[src/rtl/rrb_pkg.sv]
// Shared types and limits for the result readback master.
package rrb_pkg;

  typedef enum logic [1:0] {
    ST_IDLE  = 2'd0,
    ST_ISSUE = 2'd1,
    ST_DRAIN = 2'd2,
    ST_DONE  = 2'd3
  } rrb_state_e;

  localparam int READ_LATENCY_MIN = 1;
  localparam int READ_LATENCY_MAX = 3;

  // Out-of-range latencies are pulled into the supported window.
  function automatic int clamp_latency(input int lat);
    if (lat < READ_LATENCY_MIN) return READ_LATENCY_MIN;
    if (lat > READ_LATENCY_MAX) return READ_LATENCY_MAX;
    return lat;
  endfunction

endpackage

[src/rtl/sync_fwft_fifo.sv]
// Single-clock first-word-fall-through FIFO; DEPTH must be a power of 2.
module sync_fwft_fifo #(
  parameter int WIDTH = 33,
  parameter int DEPTH = 4
) (
  input  logic                     clk,
  input  logic                     rst_n,
  input  logic                     wr_en,
  input  logic [WIDTH-1:0]         wr_data,
  input  logic                     rd_en,
  output logic [WIDTH-1:0]         rd_data,
  output logic                     full,
  output logic                     empty,
  output logic [$clog2(DEPTH):0]   count
);

  localparam int AW = $clog2(DEPTH);
  localparam int CW = AW + 1;

  logic [WIDTH-1:0] mem [DEPTH];
  logic [AW-1:0]    wr_ptr, rd_ptr;
  logic             do_wr, do_rd;

  // A write into a full FIFO is only legal when the head leaves in the same cycle.
  assign do_wr = wr_en && (!full || rd_en);
  assign do_rd = rd_en && !empty;

  assign full    = (count == CW'(DEPTH));
  assign empty   = (count == '0);
  assign rd_data = mem[rd_ptr];

  always_ff @(posedge clk or negedge rst_n) begin
    if (!rst_n) begin
      wr_ptr <= '0;
      rd_ptr <= '0;
      count  <= '0;
    end else begin
      if (do_wr) wr_ptr <= wr_ptr + 1'b1;
      if (do_rd) rd_ptr <= rd_ptr + 1'b1;
      count <= count + CW'(do_wr) - CW'(do_rd);
    end
  end

  always_ff @(posedge clk) begin
    if (do_wr) mem[wr_ptr] <= wr_data;
  end

endmodule

[src/rtl/result_readback_master.sv]
// Reads a window of a RAM slave over Avalon-MM and streams the words out with
// a last marker, throttling reads so the output FIFO can never overflow.
module result_readback_master
  import rrb_pkg::*;
#(
  parameter int ADDR_WIDTH   = 5,
  parameter int DATA_WIDTH   = 32,
  parameter int FIFO_DEPTH   = 4,
  parameter int READ_LATENCY = 1
) (
  input  logic                  avalon_clk,
  input  logic                  resetn,
  input  logic                  start,
  input  logic [ADDR_WIDTH-1:0] base_addr,
  input  logic [ADDR_WIDTH:0]   word_count,
  output logic                  busy,
  output logic                  done,
  output logic                  read,
  output logic [ADDR_WIDTH-1:0] address,
  input  logic [DATA_WIDTH-1:0] readdata,
  output logic [DATA_WIDTH-1:0] out_data,
  output logic                  out_valid,
  input  logic                  out_ready,
  output logic                  out_last
);

  localparam int LAT = clamp_latency(READ_LATENCY);
  localparam int CW  = $clog2(FIFO_DEPTH) + 1;

  rrb_state_e            state;
  logic [ADDR_WIDTH:0]   wc_q, rem, cap_idx;
  logic [LAT:1]          vld_pipe;
  logic [CW-1:0]         inflight, fifo_count;
  logic                  last_seen;
  logic                  cap, pop, cap_last;
  logic                  fifo_full, fifo_empty;
  logic [DATA_WIDTH:0]   fifo_rdata;
  logic [CW:0]           credit_room, credit_need;
  logic                  credit_ok, issue_go, drain_ok;

  assign cap      = vld_pipe[LAT];
  assign pop      = !fifo_empty && out_ready;
  assign cap_last = (cap_idx == wc_q - 1'b1);

  assign out_valid = !fifo_empty;
  assign out_data  = fifo_empty ? '0 : fifo_rdata[DATA_WIDTH-1:0];
  assign out_last  = !fifo_empty && fifo_rdata[DATA_WIDTH];

  // Slots free after this cycle's pop must exceed every read already committed,
  // counting the one on the bus now; captures move a word from one side to the other.
  assign credit_room = (CW+1)'(FIFO_DEPTH) - {1'b0, fifo_count} + {{CW{1'b0}}, pop};
  assign credit_need = {1'b0, inflight} + {{CW{1'b0}}, read};
  assign credit_ok   = !(fifo_full && !pop) && (credit_room > credit_need);
  assign issue_go    = (rem != '0) && credit_ok;

  // The final pop itself may close the job, saving a cycle of drain.
  assign drain_ok = (inflight == '0) && (fifo_count == CW'(pop)) &&
                    (last_seen || (pop && out_last));

  sync_fwft_fifo #(
    .WIDTH (DATA_WIDTH + 1),
    .DEPTH (FIFO_DEPTH)
  ) u_fifo (
    .clk     (avalon_clk),
    .rst_n   (resetn),
    .wr_en   (cap),
    .wr_data ({cap_last, readdata}),
    .rd_en   (pop),
    .rd_data (fifo_rdata),
    .full    (fifo_full),
    .empty   (fifo_empty),
    .count   (fifo_count)
  );

  generate
    if (LAT == 1) begin : g_pipe1
      always_ff @(posedge avalon_clk or negedge resetn) begin
        if (!resetn) vld_pipe <= '0;
        else         vld_pipe <= read;
      end
    end else begin : g_pipen
      always_ff @(posedge avalon_clk or negedge resetn) begin
        if (!resetn) vld_pipe <= '0;
        else         vld_pipe <= {vld_pipe[LAT-1:1], read};
      end
    end
  endgenerate

  always_ff @(posedge avalon_clk or negedge resetn) begin
    if (!resetn) begin
      inflight <= '0;
      cap_idx  <= '0;
    end else begin
      inflight <= inflight + CW'(read) - CW'(cap);
      if (state == ST_IDLE && start) cap_idx <= '0;
      else if (cap)                  cap_idx <= cap_idx + 1'b1;
    end
  end

  always_ff @(posedge avalon_clk or negedge resetn) begin
    if (!resetn) begin
      state     <= ST_IDLE;
      busy      <= 1'b0;
      done      <= 1'b0;
      read      <= 1'b0;
      address   <= '0;
      wc_q      <= '0;
      rem       <= '0;
      last_seen <= 1'b0;
    end else begin
      if (pop && out_last) last_seen <= 1'b1;
      case (state)
        ST_IDLE: begin
          done <= 1'b0;
          read <= 1'b0;
          if (start) begin
            wc_q      <= word_count;
            address   <= base_addr;
            last_seen <= 1'b0;
            if (word_count == '0) begin
              state <= ST_DONE;
              done  <= 1'b1;
            end else begin
              // Empty FIFO and no reads in flight: the first read needs no credit check.
              state <= ST_ISSUE;
              busy  <= 1'b1;
              read  <= 1'b1;
              rem   <= word_count - 1'b1;
            end
          end
        end
        ST_ISSUE: begin
          if (read)     address <= address + 1'b1;
          read <= issue_go;
          if (issue_go) rem <= rem - 1'b1;
          if (rem == '0) state <= ST_DRAIN;
        end
        ST_DRAIN: begin
          if (drain_ok) begin
            state <= ST_DONE;
            busy  <= 1'b0;
            done  <= 1'b1;
          end
        end
        ST_DONE: begin
          done  <= 1'b0;
          state <= ST_IDLE;
        end
        default: state <= ST_IDLE;
      endcase
    end
  end

endmodule

[config.mk]
export PLATFORM = sky130hd
export DESIGN_NAME = result_readback_master
export DESIGN_NICKNAME = d
export VERILOG_FILES = /design/src/rtl/rrb_pkg.sv /design/src/rtl/sync_fwft_fifo.sv /design/src/rtl/result_readback_master.sv
export SDC_FILE = /design/constraint.sdc
export NUM_CORES = 1
export LEC_CHECK = 0
export CORE_ASPECT_RATIO = 2
export CORE_MARGIN = 2
export CORE_UTILIZATION = 25
export CTS_CLUSTER_DIAMETER = 50
export DETAILED_ROUTE_END_ITERATION = 10
export SLEW_MARGIN = 0
export SYNTH_ARGS = -nofsm -noshare
export SYNTH_HDL_FRONTEND = slang
export SYNTH_SLANG_ARGS = --single-unit
[constraint.sdc]
create_clock -name avalon_clk -period 8.9 [get_ports avalon_clk]
set_input_delay 1.335 -clock avalon_clk [delete_from_list [all_inputs] [get_ports avalon_clk]]
set_output_delay 1.335 -clock avalon_clk [all_outputs]
set_load 0.01 [all_outputs]
==> results of run 1 <==
[metal layers]
metal	wire length [um]	GRT usage [%]	part of all wire, %
met1	5800	10.2	36
met2	9140	20.8	57
met3	528	2.97	3.3
met4	429	5.31	2.7
met5	18	0	0.11
[per-stage QoR]
step	utilization (%)	worst slack, ps
2_1_floorplan	-	5450
3_3_place_gp	29.7	4860
3_5_place_dp	29.7	4710
4_1_cts	31.5	4530
5_1_grt	31.5	4470
6_report	31.5	4710
[worst paths after layout]
path / slack, ps / end / from / depth (start not counted)
max: 4710 / out_data[4] / u_fifo.rd_ptr[0]$_DFFE_PN0P_ / 4
min: 500 / last_seen$_DFF_PN0_ / last_seen$_DFF_PN0_ / 2
max reg2reg: 5200 / done$_DFFE_PN0P_ / u_fifo.count[1]$_DFF_PN0_ / 9
min reg2reg: 500 / last_seen$_DFF_PN0_ / last_seen$_DFF_PN0_ / 2
max in group asynchronous: 7250 / u_fifo.rd_ptr[1]$_DFFE_PN0P_ / resetn / 1
min in group asynchronous: 1010 / inflight[0]$_DFF_PN0_ / resetn / 1
[logic make-up after synthesis]
kind of cell               Yosys count
DFF                                172
xor gates and xnor gates            22
adders and majority gates           27
AOI/OAI and AO/OA                   54
and+or+nand+nor                    111
muxes                               40
buffers and inverters               42
[Yosys cell counts (all sizes together) (3+ instances only)]
library cell  instances  area share, %
xnor2                12            1.4
clkbuf               11           0.55
inv                  24            1.2
nor3                  6           0.40
or4                   3           0.37
ha                   25            4.2
nand4                 3           0.25
or3                   3           0.27
dfrtp                40             13
a211oi                3           0.37
buf                   7           0.52
o21ai                13           0.87
mux2i                 6           0.80
nor2                 18           0.90
nor2b                 4           0.33
and2                 39            3.3
xor2                 10            1.2
and3                  4           0.33
mux4                 33            9.9
a21oi                12           0.80
nand3                 4           0.27
edfxtp              132             53
nand2                22            1.1
[flip-flops by register name (all words and copies together) (netlist names)]
signal,cells
u_fifo.rd_ptr,2
last_seen,1
cap,1
read,1
address,5
u_fifo.count,3
u_fifo.mem,132
inflight,3
wc_q,6
cap_idx,6
busy,1
rem,6
u_fifo.wr_ptr,2
done,1
state,2
[layout make-up]
type | instances | area (um2) | area share (%)
diodes | 1 | 2.50 | 0.0269
multi-input cells | 254 | 2350 | 25.2
flip-flops and latches | 172 | 4970 | 53.4
inverters | 24 | 90.1 | 0.968
repair buffers | 91 | 898 | 9.65
well taps | 364 | 455 | 4.89
clock buffers | 18 | 429 | 4.61
clock inverters | 14 | 116 | 1.25
[power groups by stage]
stage               Combinational (mW)  Clock, mW  Sequential (mW)
finish                            1.43      0.684             1.31
global route                      1.58      0.739             1.35
CTS                               1.47      0.712             1.32
detailed placement                1.47          0             1.34
global placement                  1.44          0             1.33
floorplan                        0.953          0             1.24
[worst max-delay path: stages (launching register included)]
cell	delay [ps]
dfrtp_2	680
buf_4	500
mux4_2	570
and2_1	170
clkdlybuf4s50_1	470
==> impl_metrics.tcl, run 1 <==
set metrics [dict create \
    mostFrequentLayoutCell "edfxtp_1" \
    syn_avg_cell_area_um2 16.0 \
    finalSetupTns_ps 0 \
    clock_path_buffers 2 \
    finalHoldViolCount 0 \
    holdWs_ps 498 \
    tritoncts "done" \
    seq_area_frac_synth_pct 66.4 \
    yosys.area_share.xor_xnor_pct 2.58 \
    syn_to_final_growth_pct 24.5 \
    first_pass_iters 4 \
    ys_ff_latch 172 \
    finalCriticalPeriod_ps 4190 \
    power.density_nw_per_um2 368 \
    die_height_um 249 \
    numPortBuffers 88 \
    gp_congestion 0.744 \
    drive_gt1_share_pct 14.1 \
    final_cell_count_no_fill 938 \
    synth_fp_nets 542 \
    synth_top_family_by_area "multiplexers" \
    switchingPower_mw 1.18 \
    sw_frac_of_total_pct 34.4 \
    grt_overflow 0 \
    min_path_type "reg2reg" \
    drc_errors 0 \
    synthMuxAreaShare_pct 10.9 \
    synth_adder_area_share_pct 4.72 \
    slew-limit-headroom_pct 34.6 \
    cts_resized 0 \
    worstMarginPinSlew_ps 981 \
    clock_latency_ps 440 \
    hold_buffers 0 \
    synth-async-reset-ratio_pct 23.3 \
    grt_first_pass_wirelength_um 25500 \
    clock_sinks 172 \
    cp.arrival_ps 2860 \
    finClkSkew_ps 8.67 \
    cts.clk_slew.worst_paths_ps 70 \
    wl_per_cell_um 17.0 \
    slew_viol_final 0 \
    end_kind "output port" \
    finalPower_mw 3.43 \
    synth-simple-area-share_pct 7.98 \
    fill_cells 2888 \
    start_util_pct 25.3 \
    grt_pass1_vias 4611 \
    cp.required_ps 7570 \
    grt_use_total_pct 10.8 \
    synthCells 468 \
    dieArea_um2 31400 \
    placed_cells 905 \
    viasPerCell 4.46 \
    fin_crit_sh_pct 47.1 \
    core-area_um2 29500 \
    power_frac_clock_pct 20.0 \
    ant_nets 0 \
    synth_area_um2 7480 \
    mostFrequentLayoutCells "edfxtp_1 (132), clkdlybuf4s50_1 (87), dfrtp_1 (38)" \
    max_freq_mhz 238 \
    rows 89 \
    synth.distinct_cells 54 \
    num_io_pins 89 \
    num-nets-final 634 \
    start_kind "flip-flop" \
    finalSetupViolations 0 \
    status "finished, final reports clean" \
    grt_max_degree 41 \
    synth_edf_count 132 \
    antenna_found_initial 2 \
    placed_cell_area_um2 8760 \
    cts.htree.levels 4 \
    cts-buffers-inserted 17 \
    crit_type "reg2out" \
    wl_um 15900 \
    synth_compound_area_share_pct 5.15 \
    p_leak_nw 3.29 \
    clockRootBuffer "clkbuf_16" \
    place.detailed.hpwl_um 10700 \
    rsz0062_at_grt "false" \
    seqPwrFrac_pct 38.3 \
    maxCapViolations 0 \
    drt_iter0_drc 182 \
    fp.dieW_um 126 \
    vias 4183 \
    post_cts_buffers 0 \
    p_int_mw 2.25 \
    crit_fanout 22 \
    yosysWarnings 0 \
    pwr-share-comb_pct 41.7 \
    synth_ff_type "edfxtp_1" \
    finish.instance_area_um2 9310 \
    ir_drop_mv 0.177 \
]
(Power assumes the default switching activity.)
==> inputs of run 2 (changes only) <==
Clock period 8.9 ns to 4.2 ns, I/O delays scaled along.
==> impl_metrics.tcl, run 2 (synthesis gave the netlist of run 1 again) <==
set metrics [dict create \
    status "finished, final reports clean" \
    r2r_start "u_fifo.count[1]$_DFF_PN0_" \
    post_cts_buffers 0 \
    wl_per_cell_um 17.4 \
    clockRootBuffer "clkbuf_16" \
    cts-buffers-inserted 17 \
    mostFrequentLayoutCells "edfxtp_1 (132), clkdlybuf4s50_1 (87), dfrtp_1 (38)" \
    rsz0062_at_grt "false" \
    antenna_found_initial 2 \
    end_kind "output port" \
    crit_chain "buf_12 -> mux4_2 -> and2_1 -> clkdlybuf4s50_1" \
    start_util_pct 25.3 \
    finalSetupViolations 0 \
    place.detailed.hpwl_um 11300 \
    drt_iter0_drc 149 \
    maxCapViolations 0 \
    slew-limit-headroom_pct 36.8 \
    die_height_um 249 \
    crit_path_start "u_fifo.rd_ptr[0]$_DFFE_PN0P_" \
    num_antenna_cells 0 \
    gp_congestion 0.789 \
    ant_nets 0 \
    cts.htree.levels 4 \
    finalSetupTns_ps 0 \
    finalHoldViolCount 0 \
    placed_cell_area_um2 8850 \
    tritoncts "done" \
    cpPeakStageDelay_ps 720 \
    grt_use_total_pct 11.0 \
    finish.instance_area_um2 9400 \
    grt_pass1_vias 4600 \
    cp.arrival_ps 2670 \
    top_layer "met5" \
    min_path_type "in2async" \
    crit_family "buffers and inverters" \
    max_freq_mhz 303 \
    finalCoreUtilization_pct 31.9 \
    grt_first_pass_wirelength_um 26000 \
    fp.dieW_um 126 \
    ir_drop_mv 0.405 \
    p_leak_nw 3.35 \
    slowest_stage "dfrtp_2" \
    reg2reg_to "done$_DFFE_PN0P_" \
    numPortBuffers 88 \
    top_register "u_fifo.mem" \
    finalCriticalPeriod_ps 3300 \
    crit_type "reg2out" \
    first_pass_iters 4 \
    core-area_um2 29500 \
    clock_latency_ps 440 \
    finalPower_mw 7.38 \
    cts.clk_slew.worst_paths_ps 60 \
    vias 4264 \
    rows 89 \
    cp.required_ps 3570 \
    m1WireLength_um 5680 \
    mostFrequentLayoutCell "edfxtp_1" \
    dieArea_um2 31400 \
    worstSetupEndpoint "out_data[10]" \
    r2r_setup_slack_ps 1010 \
    clock_path_buffers 2 \
    viasPerCell 4.53 \
    drc_errors 0 \
    wl_met3_um 632 \
    fin_crit_sh_pct 78.6 \
    finClkSkew_ps 8.69 \
    num_io_pins 89 \
    syn_to_final_growth_pct 25.7 \
    grt_max_degree 41 \
    hold_buffers 0 \
    wl_um 16400 \
    grt_overflow 0 \
    crit_fanout 22 \
    wl_met2_um 9630 \
    cts_resized 0 \
    worstMarginPinSlew_ps 948 \
    clock_sinks 172 \
    power.density_nw_per_um2 785 \
    slew_viol_final 0 \
    rr_worst_depth 9 \
    largest_reg_flops 132 \
    num-nets-final 639 \
    start_kind "flip-flop" \
    cp.depth 4 \
    drive_gt1_share_pct 14.2 \
    crit_buf_inv 2 \
]
## run 2: worst min-delay path by stage
| stage | start | endpoint | slack, ps | cells after the start |
|---|---|---|---|---|
| floorplan | resetn | address[0]$_DFFE_PN0P_ | 330 | 0 |
| global placement | last_seen$_DFF_PN0_ | last_seen$_DFF_PN0_ | 490 | 2 |
| detailed placement | last_seen$_DFF_PN0_ | last_seen$_DFF_PN0_ | 490 | 2 |
| CTS | resetn | inflight[1]$_DFF_PN0_ | 340 | 1 |
| global route | resetn | address[3]$_DFFE_PN0P_ | 390 | 1 |
| finish | resetn | inflight[0]$_DFF_PN0_ | 330 | 1 |
## run 2: worst register-to-register path: cells and delay by family, from the launching register on
kind	cells	cell delay (ps)
and+or+nand+nor	4	1690
DFF	1	430
muxes	1	350
adders and majority gates	1	290
AOI/OAI and AO/OA	1	180
buffers and inverters	2	120
## run 2: area by class of cell
cell class,instances,area [um2]
Fill cell,2881,20100
Sequential cell,172,4970
Multi-Input combinational cell,254,2350
Timing Repair Buffer,96,986
Tap cell,364,455
Clock buffer,18,429
Clock inverter,14,126
Inverter,24,90.1
## run 2: metal layers
layer  GRT usage (%)  up-vias
li1                -     1979
met1            10.2     2158
met2            21.7       93
met3            2.90       30
met4            5.18        4
met5               0        -
## run 2: where the power goes
group          internal [mW]  switching, mW
Sequential              2.40          0.380
Clock                  0.862          0.635
Combinational           1.64           1.46
## run 2: per-stage QoR
stage | cells | hold slack, ps | setup slack (ps)
after detailed placement | 910 | 492 | 763
after global placement | 910 | 492 | 834
after CTS | 942 | 344 | 776
final | 942 | 329 | 897
after floorplan | 468 | 334 | 1010
after global routing | 942 | 388 | 725
==> inputs of run 3 (changes only) <==
Clock period 4.2 ns to 2.68 ns, I/O delays scaled along.
==> impl_metrics.tcl, run 3 (synthesis gave the netlist of run 1 again) <==
set metrics [dict create \
    syn_to_final_growth_pct 31.9 \
    end_kind "flip-flop" \
    clock_latency_ps 440 \
    core-area_um2 29500 \
    multiInputGateArea_um2 2480 \
    placed_cell_area_um2 9050 \
    switchingPower_mw 4.19 \
    clockRootBuffer "clkbuf_16" \
    ant_nets 0 \
    min_path_type "in2async" \
    finalCoreUtilization_pct 33.4 \
    r2r_start "u_fifo.count[2]$_DFF_PN0_" \
    fin_ws_ps -76.5 \
    grt_max_degree 41 \
    grt_first_pass_wirelength_um 26400 \
    antenna_found_initial 3 \
    top_register "u_fifo.mem" \
    p_int_mw 7.97 \
    numPortBuffers 88 \
    tritoncts "done" \
    cts.htree.levels 4 \
    hold_buffers 0 \
    p_leak_nw 3.75 \
    worstMarginPinSlew_ps 927 \
    mostFrequentLayoutCells "edfxtp_1 (132), clkdlybuf4s50_1 (55), dfrtp_1 (38)" \
    final_cell_count_no_fill 974 \
    wl_per_cell_um 17.7 \
    place_ws_ps -394 \
    crit_path_start "u_fifo.count[2]$_DFF_PN0_" \
    status "complete, but fails checks" \
    sw_frac_of_total_pct 34.5 \
    die_height_um 249 \
    grt_pass1_vias 4824 \
    placed_cells 928 \
    clock_path_buffers 2 \
    fin_crit_sh_pct 103 \
    seqPwrFrac_pct 34.2 \
    finish.instance_area_um2 9870 \
    drc_errors 0 \
    max_freq_mhz 363 \
    drt_iter0_drc 140 \
    finalHoldViolCount 0 \
    finClkSkew_ps 8.09 \
    rows 89 \
    place.detailed.hpwl_um 11400 \
    viasPerCell 4.51 \
    grt_overflow 0 \
    start_util_pct 25.3 \
    num-nets-final 670 \
    cts-buffers-inserted 17 \
    fp.dieW_um 126 \
    dieArea_um2 31400 \
    grt_use_total_pct 11.3 \
    num_io_pins 89 \
    rsz0062_at_grt "true" \
    power.density_nw_per_um2 1230 \
    power_frac_clock_pct 19.0 \
    slew-limit-headroom_pct 38.2 \
    finalSetupViolations 5 \
    vias 4391 \
    largest_reg_flops 132 \
    ir_drop_mv 0.584 \
    drive_gt1_share_pct 22.2 \
    mostFrequentLayoutCell "edfxtp_1" \
    finalSetupTns_ps -227 \
    clock_sinks 172 \
    fill_cells 2847 \
    failed_checks "negative setup slack" \
    cp.arrival_ps 3080 \
    cp.required_ps 3000 \
    slew_viol_final 0 \
    wl_um 17200 \
    cts.clk_slew.worst_paths_ps 60 \
    maxCapViolations 0 \
    first_pass_iters 5 \
    crit_type "reg2reg" \
    crit_fanout 3 \
    finalCriticalPeriod_ps 2760 \
    regArea_um2 4970 \
    pwr-share-comb_pct 46.8 \
    gp_congestion 0.775 \
    start_kind "flip-flop" \
]
## run 3: cell types whose count changed in the layout (fill, tap and decap cells not counted), moves of 3 or more
cell | before | now
buf_12 | 4 | 7
buf_4 | 4 | 28
clkdlybuf4s50_1 | 87 | 55
clkinv_1 | 5 | 1
clkinv_2 | 3 | 6
dlygate4sd2_1 | 0 | 15
dlymetal6s2s_1 | 0 | 17
ha_1 | 25 | 20
ha_4 | 0 | 4
inv_1 | 24 | 21
inv_6 | 1 | 4
## run 3: what timing repair did
item,CTS,global route
setup endpoints to repair,41,28
pin swaps,8,1
buffers inserted,3,9
resized for setup,31,24
gates cloned,0,1
## run 3: final timing paths
kind / endpoint / slack (ps) / cells after the start
hold / removal: address[4]$_DFFE_PN0P_ / 90 / 1
min in group avalon_clk: last_seen$_DFF_PN0_ / 490 / 2
setup / recovery: done$_DFFE_PN0P_ / -80 / 10
hold reg to reg: last_seen$_DFF_PN0_ / 490 / 2
max in group asynchronous: u_fifo.rd_ptr[1]$_DFFE_PN0P_ / 1950 / 1
setup reg to reg: done$_DFFE_PN0P_ / -80 / 10
## run 3: per-layer routing
metal | share of wire [%] | up-vias | GRT usage, %
met1 | 34 | 2227 | 10.0
met4 | 2.5 | 4 | 5.18
met3 | 4.1 | 28 | 3.12
met5 | 0.15 | - | 0
li1 | - | 2041 | -
met2 | 60 | 91 | 22.6
## run 3: final cells by class
cell class	instances	share of cell area, %
Clock buffer	17	4.31
Sequential cell	172	50.3
Clock inverter	15	1.24
Inverter	24	0.964
Tap cell	364	4.62
Antenna cell	1	0.0254
Multi-Input combinational cell	254	25.2
Timing Repair Buffer	127	13.3
## run 3: worst max-delay path: stages, from the launching register on
cell and delay (ps):
dfrtp_1 370, or3_4 400, nand2_4 90, buf_6 110, inv_4 30, ha_4 260
inv_2 30, or4_4 400, or4_4 470, a21oi_2 160, mux2_4 300
## run 3: stage by stage
| step | power (mW) | hold slack [ps] |
|---|---|---|
| 6_report | 12.2 | 92.2 |
| 2_1_floorplan | 7.36 | 106 |
| 4_1_cts | 12.2 | 114 |
| 5_1_grt | 13.0 | 169 |
| 3_5_place_dp | 9.72 | 486 |
| 3_3_place_gp | 9.61 | 487 |
## run 3: power by group through the flow
stage / sequential [mW] / clock, mW / combinational, mW
detailed placement: 4.23 / 0 / 5.49
global route: 4.24 / 2.49 / 6.26
CTS: 4.18 / 2.39 / 5.65
floorplan: 4.14 / 0 / 3.23
global placement: 4.20 / 0 / 5.41
finish: 4.15 / 2.31 / 5.69
